--- config.mk ---
export PLATFORM = sky130hd
export DESIGN_NAME = mem_loader
export DESIGN_NICKNAME = d
export VERILOG_FILES = /design/src/rtl/mem_loader_pkg.sv /design/src/rtl/byte_packer.sv /design/src/rtl/mem_loader.sv
export SDC_FILE = /design/constraint.sdc
export NUM_CORES = 1
export LEC_CHECK = 0
export ABC_CLOCK_PERIOD_IN_PS = 3100
export CAP_MARGIN = 20
export CORE_ASPECT_RATIO = 0.5
export CORE_MARGIN = 8
export CORE_UTILIZATION = 47
export CTS_BUF_LIST = sky130_fd_sc_hd__clkbuf_4 sky130_fd_sc_hd__clkbuf_8
export DETAILED_ROUTE_END_ITERATION = 16
export MAX_ROUTING_LAYER = met4
export PLACE_DENSITY = 0.83
export SETUP_SLACK_MARGIN = 0.2
export SYNTH_ARGS = -nofsm -noshare
export SYNTH_HDL_FRONTEND = slang
export SYNTH_SLANG_ARGS = --single-unit
export TNS_END_PERCENT = 5
--- constraint.sdc ---
create_clock -name clk -period 3.1 [get_ports clk]
set_clock_uncertainty 0.1 [all_clocks]
set_input_delay 0.62 -clock clk [delete_from_list [all_inputs] [get_ports clk]]
set_output_delay 0.62 -clock clk [all_outputs]
set_load 0.005 [all_outputs]
--- src/rtl/mem_loader_pkg.sv ---
// Shared types and constants for the boot-time program loader.
package mem_loader_pkg;

    typedef enum logic [1:0] {
        IDLE  = 2'b00,
        LOAD  = 2'b01,
        WRITE = 2'b10,
        RUN   = 2'b11
    } state_t;

    localparam int unsigned BYTE_CNT_W = 2;
    localparam logic [31:0] DEFAULT_BASE_ADR = 32'h0000_0000;

endpackage

--- src/rtl/byte_packer.sv ---
// Big-endian 8->32 packer: bytes shift in MSB first; word_valid marks the 4th byte.
module byte_packer
    import mem_loader_pkg::*;
(
    input  logic        clk,
    input  logic        rst,
    input  logic        flush,
    input  logic        accept,
    input  logic [7:0]  in_data,
    output logic [31:0] word,
    output logic        word_valid
);

    logic [BYTE_CNT_W-1:0] byte_cnt;

    assign word_valid = accept && !flush && (byte_cnt == '1);

    always_ff @(posedge clk or posedge rst) begin
        if (rst) begin
            word     <= '0;
            byte_cnt <= '0;
        end else if (flush) begin
            word     <= '0;
            byte_cnt <= '0;
        end else if (accept) begin
            word     <= {word[23:0], in_data};
            byte_cnt <= byte_cnt + BYTE_CNT_W'(1);
        end
    end

endmodule

--- src/rtl/mem_loader.sv ---
// Boot loader: holds the MIPS core in reset, streams an image into memory,
// then releases the core and hands it the memory port.
module mem_loader
    import mem_loader_pkg::*;
#(
    parameter logic [31:0] BASE_ADR  = DEFAULT_BASE_ADR,
    parameter int unsigned MAX_WORDS = 64,
    parameter int unsigned TIMEOUT   = 1024
) (
    input  logic        clk,
    input  logic        reset,
    input  logic        start,
    input  logic [15:0] load_len,
    input  logic [7:0]  in_data,
    input  logic        in_valid,
    output logic        in_ready,
    input  logic [31:0] core_adr,
    input  logic [31:0] core_writedata,
    input  logic        core_memwrite,
    output logic [31:0] mem_adr,
    output logic [31:0] mem_writedata,
    output logic        mem_memwrite,
    output logic        core_reset,
    output logic        busy,
    output logic        done,
    output logic        error
);

    localparam int unsigned IDLE_W = $clog2(TIMEOUT + 1);

    state_t              state, state_next;
    logic [15:0]         len, word_idx;
    logic [IDLE_W-1:0]   idle_cnt;
    logic [31:0]         word;
    logic                word_valid;
    logic                accept, start_acc, too_big, last_word, timeout_hit, flush;

    assign accept      = in_valid && (state == LOAD);
    assign start_acc   = start && ((state == IDLE) || (state == RUN));
    assign too_big     = 32'(load_len) > MAX_WORDS;
    assign last_word   = word_idx == (len - 16'd1);
    assign timeout_hit = (state == LOAD) && !accept && (idle_cnt == IDLE_W'(TIMEOUT - 1));
    assign flush       = start_acc || timeout_hit;

    byte_packer u_packer (
        .clk        (clk),
        .rst        (reset),
        .flush      (flush),
        .accept     (accept),
        .in_data    (in_data),
        .word       (word),
        .word_valid (word_valid)
    );

    always_ff @(posedge clk or posedge reset) begin
        if (reset) begin
            state    <= IDLE;
            len      <= '0;
            word_idx <= '0;
            idle_cnt <= '0;
            error    <= 1'b0;
        end else begin
            state <= state_next;
            if (start_acc) begin
                len      <= load_len;
                error    <= too_big;
                word_idx <= '0;
                idle_cnt <= '0;
            end else if (state == LOAD) begin
                if (accept || timeout_hit)
                    idle_cnt <= '0;
                else
                    idle_cnt <= idle_cnt + IDLE_W'(1);
                if (timeout_hit)
                    error <= 1'b1;
            end else if (state == WRITE) begin
                word_idx <= word_idx + 16'd1;
            end
        end
    end

    always_comb begin
        state_next    = state;
        in_ready      = 1'b0;
        busy          = 1'b0;
        done          = 1'b0;
        core_reset    = 1'b1;
        mem_adr       = BASE_ADR + {14'd0, word_idx, 2'b00};
        mem_writedata = word;
        mem_memwrite  = 1'b0;
        case (state)
            IDLE, RUN: begin
                if (state == RUN) begin
                    // Port ownership and core release switch together.
                    core_reset    = 1'b0;
                    done          = 1'b1;
                    mem_adr       = core_adr;
                    mem_writedata = core_writedata;
                    mem_memwrite  = core_memwrite;
                end
                if (start_acc) begin
                    if (load_len == 16'd0)
                        state_next = RUN;
                    else if (too_big)
                        state_next = IDLE;
                    else
                        state_next = LOAD;
                end
            end
            LOAD: begin
                in_ready = 1'b1;
                busy     = 1'b1;
                if (word_valid)
                    state_next = WRITE;
                else if (timeout_hit)
                    state_next = IDLE;
            end
            WRITE: begin
                busy         = 1'b1;
                mem_memwrite = 1'b1;
                state_next   = last_word ? RUN : LOAD;
            end
            default: state_next = IDLE;
        endcase
    end

endmodule

==> results.json, run 1 <==
{
  "holdBufCountCts": 0,
  "min_path_type": "flip-flop to flip-flop",
  "seqCellArea_um2": 2000,
  "fin_crit_ps": 2860,
  "synth_cells": 492,
  "grt_max_degree": 36,
  "synth_top_cell_by_area": "dfrtp_1",
  "clock_sinks": 80,
  "h-tree-depth": 3,
  "avgViaCountPerCell": 5.53,
  "die_h_um": 86.8,
  "syn-cell-area_um2": 4710,
  "post-route-period-util_pct": 92.3,
  "grt_pass1_wl_mm": 22.5,
  "worstMarginPinSlew_ps": 704,
  "drt_iter0_markers": 286,
  "final_antenna_net_count": 0,
  "end_kind": "output pin",
  "crit_top_cell": "buf_12",
  "grt_use_total_pct": 21.5,
  "start_util_pct": 49.0,
  "async_reset_ff_share_pct": 100,
  "cts_tree": "built",
  "path_buf_inv": 4,
  "rows": 25,
  "leakage_uw": 0.00395,
  "dieArea_um2": 13700,
  "dieWidth_um": 158,
  "dp_hpwl_mm": 10.3,
  "ys_ff_latch": 80,
  "io_pins": 163,
  "detail_route.wl_per_cell_um": 19.1,
  "synth_cell_type_count": 55,
  "finalSetupTns_ps": 0,
  "area_growth_pct": 49.3,
  "drv_slew": 0,
  "wirelength_mm": 15.2,
  "antenna_cells": 0,
  "first_pass_iters": 4,
  "required_ps": 2380,
  "cts_root_buffer": "clkbuf_8",
  "syn_nets": 593,
  "fill_cells": 663,
  "rsz0062_at_grt": "false",
  "synth.most_common_cell": "dfrtp_1",
  "numPortBuffers": 162,
  "worst_ir_drop_vdd_v": 0.000378,
  "grt_overflow": 0,
  "crit_family": "buffers and inverters",
  "dpl_worst_slack_ps": 331,
  "path_cells": "buf_4 > ha_2 > nand2_4 > buf_12 > buf_12 > mux2_2 > dlygate4sd2_1",
  "critical_path_class": "flip-flop to output pin",
  "core_um2": 9600,
  "fin_ws_ps": 238,
  "hold_viol": 0,
  "setup_viol": 0,
  "drive_gt1_share_pct": 15.5,
  "cts_buffers": 9,
  "layout.nets": 755,
  "cp_max_fo": 12,
  "synthTopCellsByArea": "dfrtp_1 43%, mux2_2 12%, a22o_1 6.3%",
  "run_status": "completed",
  "yosysSeqAreaShare_pct": 42.5,
  "synthTopCellsByCount": "80 x dfrtp_1, 65 x nand2_1, 49 x mux2_2",
  "clock_latency_ps": 370,
  "instances_no_fill": 794,
  "yosysTopAreaCellShare_pct": 42.5,
  "first_global_vias": 4278,
  "max_freq_ghz": 0.349,
  "synth_edf_count": 0,
  "clkTransAtPathRegs_ps": 90,
  "slowest_delay_ps": 410,
  "hold_ws_ps": 414,
  "drc": 0,
  "multi_input_area_um2": 2570,
  "via_count": 4393,
  "antenna_found_initial": 0,
  "slowest_stage": "dfrtp_1",
  "ys.flop_type": "dfrtp_1",
  "gp_congestion": 0.869,
  "placed_cells": 770,
  "powerDensity_nw_per_um2": 617,
  "slew_headroom_pct": 52.7,
  "synth_warnings": 0,
  "final_core_util_pct": 73.2,
  "critical_path_arrival_ps": 2140,
  "start_kind": "flip-flop",
  "synth_area_per_cell_um2": 9.56,
  "max-cap-violations": 0,
  "clk_path_buf_depth": 2
}
## cell families (layout without fill, tap and decap cells)
kind of cell | Yosys count | in the layout | share of synthesized area (%)
flip-flops | 80 | 80 | 42.5
adder cells (fa/ha/maj) | 8 | 8 | 2.13
XOR/XNOR | 29 | 29 | 5.40
buffers and inverters | 45 | 212 | 3.64
AND/OR/NAND/NOR | 185 | 185 | 19.8
AO/OA/AOI/OAI | 96 | 96 | 14.8
multiplexers | 49 | 49 | 11.7
## final cells by class
| type | instances | share of cell area (%) |
|---|---|---|
| Timing Repair Buffer | 184 | 28.5 |
| Sequential cell | 80 | 28.5 |
| Multi-Input combinational cell | 367 | 36.6 |
| Clock inverter | 7 | 1.55 |
| Tap cell | 135 | 2.40 |
| Clock buffer | 9 | 1.76 |
| Inverter | 12 | 0.641 |
## worst paths after layout
kind,start,to,slack [ps],cells after the start
max,state[0],mem_writedata[21],240,7
min,idle_cnt[5],idle_cnt[5],410,1
max reg2reg,len[0],state[1],360,8
min reg2reg,idle_cnt[5],idle_cnt[5],410,1
max in group asynchronous,reset,state[1],1680,3
min in group asynchronous,reset,state[0],440,2
## power breakdown
part	leakage (uW)	internal [uW]	total (uW)	switching (uW)
clock	0.000118	471	902	431
combinational	0.00275	987	1990	1000
sequential	0.00108	1210	1440	228
## sequential cells by signal, summed over array words and instances (netlist names)
name and flops:
state 2, u_packer.word 32, error 1, word_idx 16
u_packer.byte_cnt 2, len 16, idle_cnt 11
## per-layer routing
layer	vias to the layer above	part of all wire [%]	wire, um	GRT usage, %
li1	2096	-	-	-
met1	2150	41	6220	25.6
met2	121	52	7930	35.8
met3	26	4.6	705	4.47
met4	0	2.2	333	7.80
met5	-	0	0	-
## stage by stage
step	area [um2]	power [uW]
global placement	6500	3250
finish	7030	4330
global route	7030	4600
floorplan	4710	2550
detailed placement	6500	3280
CTS	6880	4300
## cells in the final DEF (no fill, tap or decap), types with 3 or more instances in the layout
cell / netlist / layout
clkdlybuf4s50_1: 0 / 114
dfrtp_1: 80 / 79
nand2_1: 65 / 64
mux2_2: 49 / 49
dlymetal6s2s_1: 0 / 46
a22o_1: 34 / 34
o21ai_0: 28 / 28
nor2_1: 29 / 28
and3_1: 25 / 25
xnor2_1: 17 / 17
buf_4: 0 / 14
nand3_1: 12 / 12
xor2_1: 12 / 12
inv_1: 12 / 10
nor4_1: 10 / 10
clkbuf_8: 0 / 9
a21oi_1: 7 / 7
nor3_1: 7 / 7
nand4_1: 6 / 6
and2_1: 5 / 5
ha_1: 8 / 5
buf_12: 0 / 5
nor3b_1: 4 / 4
nand2b_1: 4 / 4
o211ai_1: 3 / 3
nor2b_1: 4 / 3
a31oi_1: 3 / 3
## repair_timing
item                                    in CTS  in global routing
gates resized for setup                      5                 54
endpoints found under the setup margin      48                 51
gates cloned                                 2                  0
pin swaps                                    1                  1
buffers inserted                             5                  1
(Power assumes the default switching activity.)
==> run 2, diff against run 1 <==
- CORE_MARGIN: 8 -> 2
==> results.json, run 2 (synthesized netlist as in run 1, its figures left out) <==
{
  "grt_max_degree": 36,
  "dieArea_um2": 10900,
  "max-cap-violations": 0,
  "path_cells": "ha_4 > buf_4 > a31oi_1 > nor2_1 > clkdlybuf4s50_1",
  "critical_path_class": "flip-flop to output pin",
  "drc": 0,
  "start_kind": "flip-flop",
  "via_count": 4371,
  "drt_iter0_markers": 216,
  "fill_cells": 689,
  "required_ps": 2380,
  "gp_congestion": 0.827,
  "antenna_found_initial": 0,
  "clock_latency_ps": 380,
  "slowest_delay_ps": 520,
  "dieWidth_um": 146,
  "drive_gt1_share_pct": 15.0,
  "first_global_vias": 4210,
  "largest_reg_flops": 32,
  "io_pins": 163,
  "leakage_uw": 0.00390,
  "design_power_total_uw": 4130,
  "dp_hpwl_mm": 9.61,
  "grt_overflow": 0,
  "grt_use_total_pct": 25.3,
  "max_freq_ghz": 0.352,
  "wirelength_mm": 13.6,
  "powerDensity_nw_per_um2": 595,
  "cts_buffers": 9,
  "drv_slew": 0,
  "slowest_stage": "clkdlybuf4s50_1",
  "detail_route.wl_per_cell_um": 17.1,
  "final_core_util_pct": 72.4,
  "cts_root_buffer": "clkbuf_8",
  "cts_tree": "built",
  "clock_sinks": 80,
  "layout_commonest_cell": "clkdlybuf4s50_1",
  "grt_pass1_wl_mm": 21.0,
  "critical_path_arrival_ps": 2120,
  "cp_max_fo": 25,
  "antenna_cells": 0,
  "worst_ir_drop_vdd_v": 0.000437,
  "final_antenna_net_count": 0,
  "slew_headroom_pct": 55.5,
  "avgViaCountPerCell": 5.51,
  "post-route-period-util_pct": 91.6,
  "reg.largest.list": "u_packer.word: 32 flops, len: 16 flops, word_idx: 16 flops",
  "worstMarginPinSlew_ps": 662,
  "finalSetupTns_ps": 0,
  "first_pass_iters": 4,
  "rsz0062_at_grt": "true",
  "core_um2": 9570,
  "numPortBuffers": 162,
  "die_h_um": 74.8,
  "holdBufCountCts": 0,
  "layout.nets": 755,
  "setup_viol": 0,
  "fin_crit_ps": 2840,
  "min_path_type": "flip-flop to flip-flop",
  "end_kind": "output pin",
  "clkTransAtPathRegs_ps": 90,
  "start_util_pct": 49.2,
  "final_cell_mix": "114 x clkdlybuf4s50_1, 80 x dfrtp_1, 64 x nand2_1",
  "run_status": "completed",
  "hold_viol": 0,
  "area_growth_pct": 47.4,
  "rows": 25,
  "regMostFlops": "u_packer.word",
  "h-tree-depth": 3,
  "clk_path_buf_depth": 2
}
==> run 2: cell types whose count changed in the layout (fill, tap and decap cells not counted), sizes merged <==
| cell | delta |
|---|---|
| bufinv | -2 |
| clkinvlp | +1 |
| inv | +1 |
==> run 2: timing repair <==
action	in CTS	in global routing
resized for setup	4	52
endpoints found under the setup margin	50	66
buffers inserted	6	0
endpoints found under the hold margin	0	0
pin swaps	1	1
gates cloned	1	0
==> run 2: power breakdown <==
group | internal [uW] | leakage [uW] | switching [uW]
logic | 955 | 0.00272 | 976
clock network | 314 | 0.0000959 | 447
registers | 1210 | 0.00108 | 227
total | 2480 | 0.00390 | 1650
==> run 2: metrics by stage <==
| step | instances | hold slack [ps] | setup WS [ps] | area (um2) |
|---|---|---|---|---|
| 2_1_floorplan | 492 | 354 | 319 | 4710 |
| 3_3_place_gp | 771 | 367 | 357 | 6510 |
| 3_5_place_dp | 771 | 385 | 266 | 6510 |
| 4_1_cts | 794 | 398 | 24.1 | 6790 |
| 5_1_grt | 794 | 434 | 187 | 6930 |
| 6_report | 794 | 395 | 259 | 6930 |
==> run 2: final cells by class <==
class	count	area, um2	area share [%]
Multi-Input combinational cell	367	2560	36.9
Sequential cell	80	2000	28.9
Timing Repair Buffer	184	1960	28.3
Tap cell	135	169	2.44
Clock buffer	9	124	1.79
Clock inverter	7	70.1	1.01
Inverter	12	45.0	0.650
==> run 2: path summary, 6_finish.rpt <==
path / start / to / slack, ps / depth (start not counted)
min in group asynchronous: reset / u_packer.word[24] / 550 / 2
worst max-delay path: state[1] / mem_memwrite / 260 / 5
worst max register to register: len[0] / state[1] / 410 / 8
worst min-delay path: idle_cnt[5] / idle_cnt[5] / 390 / 1
worst min register to register: idle_cnt[5] / idle_cnt[5] / 390 / 1
max in group asynchronous: reset / len[8] / 1610 / 3
==> run 2: metal layers <==
metal  track usage (%)  routed length (um)
met1              30.6                5920
met2              42.8                6890
met3              5.82                 538
met4              8.82                 204
met5                 -                   0
==> run 2: worst max-delay path: cells and delay by family, from the launching register on <==
kind	cells	cell delay, ps
AOI/OAI and AO/OA	1	110
adders and majority gates	1	320
DFF	1	460
buffers and inverters	2	750
and+or+nand+nor	1	90
==> run 3, diff against run 2 <==
- ABC_AREA: default -> 0
- RECOVER_POWER: default -> 25
- REMOVE_ABC_BUFFERS: default -> 1
==> results.json, run 3 (synthesized netlist as in run 1, its figures left out) <==
{
  "clkTransAtPathRegs_ps": 80,
  "detail_route.wl_per_cell_um": 17.4,
  "gp_congestion": 0.836,
  "slowest_stage": "clkdlybuf4s50_1",
  "numPortBuffers": 162,
  "start_util_pct": 49.2,
  "worst_ir_drop_vdd_v": 0.000390,
  "end_kind": "output pin",
  "dp_hpwl_mm": 9.39,
  "io_pins": 163,
  "finalSetupTns_ps": 0,
  "final_cell_mix": "159 x clkdlybuf4s50_1, 79 x dfrtp_1, 64 x nand2_1",
  "grt_pass1_wl_mm": 21.5,
  "grt_max_degree": 49,
  "min_path_type": "flip-flop to flip-flop",
  "slowest_delay_ps": 480,
  "largest_reg_flops": 32,
  "required_ps": 2380,
  "cts_root_buffer": "clkbuf_8",
  "critical_path_class": "flip-flop to output pin",
  "drive_gt1_share_pct": 14.4,
  "design_power_total_uw": 4260,
  "grt_use_total_pct": 25.9,
  "layout.nets": 751,
  "slew_headroom_pct": 7.18,
  "powerDensity_nw_per_um2": 624,
  "start_kind": "flip-flop",
  "cts_tree": "built",
  "hold_ws_ps": 411,
  "dieWidth_um": 146,
  "cts_buffers": 9,
  "clock_latency_ps": 370,
  "dieArea_um2": 10900,
  "post-route-period-util_pct": 96.4,
  "cp_max_fo": 12,
  "design_area_um2": 6840,
  "drv_slew": 0,
  "critical_path_arrival_ps": 2270,
  "wirelength_mm": 13.8,
  "max-cap-violations": 0,
  "layout_commonest_cell": "clkdlybuf4s50_1",
  "hold_viol": 0,
  "reg.largest.list": "u_packer.word: 32 flops, len: 16 flops, word_idx: 16 flops",
  "first_global_vias": 4246,
  "first_pass_iters": 5,
  "path_cells": "buf_4 > ha_2 > nand2_8 > buf_12 > mux2_2 > clkdlybuf4s50_1",
  "clk_path_buf_depth": 2,
  "area_growth_pct": 45.3,
  "final_antenna_net_count": 0,
  "fin_crit_ps": 2990,
  "core_um2": 9570,
  "regMostFlops": "u_packer.word",
  "setup_viol": 0,
  "leakage_uw": 0.00308,
  "clock_sinks": 80,
  "fill_cells": 697,
  "via_count": 4435,
  "die_h_um": 74.8,
  "grt_overflow": 0,
  "run_status": "completed",
  "worstMarginPinSlew_ps": 1380,
  "dpl-instance-area_um2": 6480,
  "avgViaCountPerCell": 5.61,
  "max_freq_ghz": 0.335,
  "drt_iter0_markers": 240,
  "h-tree-depth": 3,
  "drc": 0,
  "antenna_cells": 0,
  "antenna_found_initial": 0,
  "rsz0062_at_grt": "true",
  "rows": 25
}
-- run 3: cell count changes in the layout (fill, tap and decap cells not counted), sizes merged --
cell | before | now
dlymetal6s2s | 46 | 2
inv | 17 | 13
bufinv | 0 | 1
clkdlybuf4s50 | 114 | 159
clkbuf | 9 | 12
clkinv | 1 | 4
buf | 22 | 15
dlygate4sd3 | 0 | 1
dlygate4sd2 | 2 | 0
-- run 3: through the flow --
step / std cells / utilization, % / setup slack, ps
floorplan: 459 / - / -106
global placement: 767 / 67.7 / 376
detailed placement: 767 / 67.7 / 348
CTS: 788 / 70.7 / 60.8
global route: 790 / 71.4 / 45.8
finish: 790 / 71.4 / 112
-- run 3: path summary, 6_finish.rpt --
kind | cells after the start | startpoint | end | slack (ps)
max | 6 | state[0] | mem_writedata[22] | 110
min | 1 | error | error | 410
max reg2reg | 8 | len[0] | state[1] | 320
min reg2reg | 1 | error | error | 410
max in group asynchronous | 3 | reset | state[1] | 620
min in group asynchronous | 2 | reset | idle_cnt[5] | 910
-- run 3: power breakdown --
group	internal [uW]	switching, uW	total [uW]
Combinational	999	1030	2030
Sequential	1210	232	1440
Clock	380	414	794
-- run 3: metal layers --
layer | track usage, % | vias up | part of all wire (%) | routed length, um
li1 | - | 2089 | - | -
met1 | 33.7 | 2195 | 45 | 6230
met2 | 42.0 | 127 | 48 | 6660
met3 | 4.79 | 24 | 4.2 | 584
met4 | 8.93 | 0 | 2.0 | 278
met5 | - | - | 0 | 0
-- run 3: layout make-up --
class	count	area [um2]	area share [%]
Tap cell	135	169	2.47
Inverter	12	46.3	0.677
Clock buffer	9	124	1.81
Clock inverter	7	78.8	1.15
Timing Repair Buffer	180	1850	27.0
Sequential cell	80	2000	29.3
Multi-Input combinational cell	367	2570	37.5
-- run 3: worst max-delay path: cells and delay by family, from the launching register on --
kind / cells / cell delay, ps
adder cells (fa/ha/maj): 1 / 230
buffers and inverters: 3 / 800
flip-flops: 1 / 390
multiplexers: 1 / 340
AND/OR/NAND/NOR: 1 / 150
-- run 3: repair_timing --
action,CTS,global route
pin swaps,1,0
endpoints found under the setup margin,49,60
gates resized for setup,4,5
hold buffers,0,0
cloned,2,2
buffers inserted,3,0
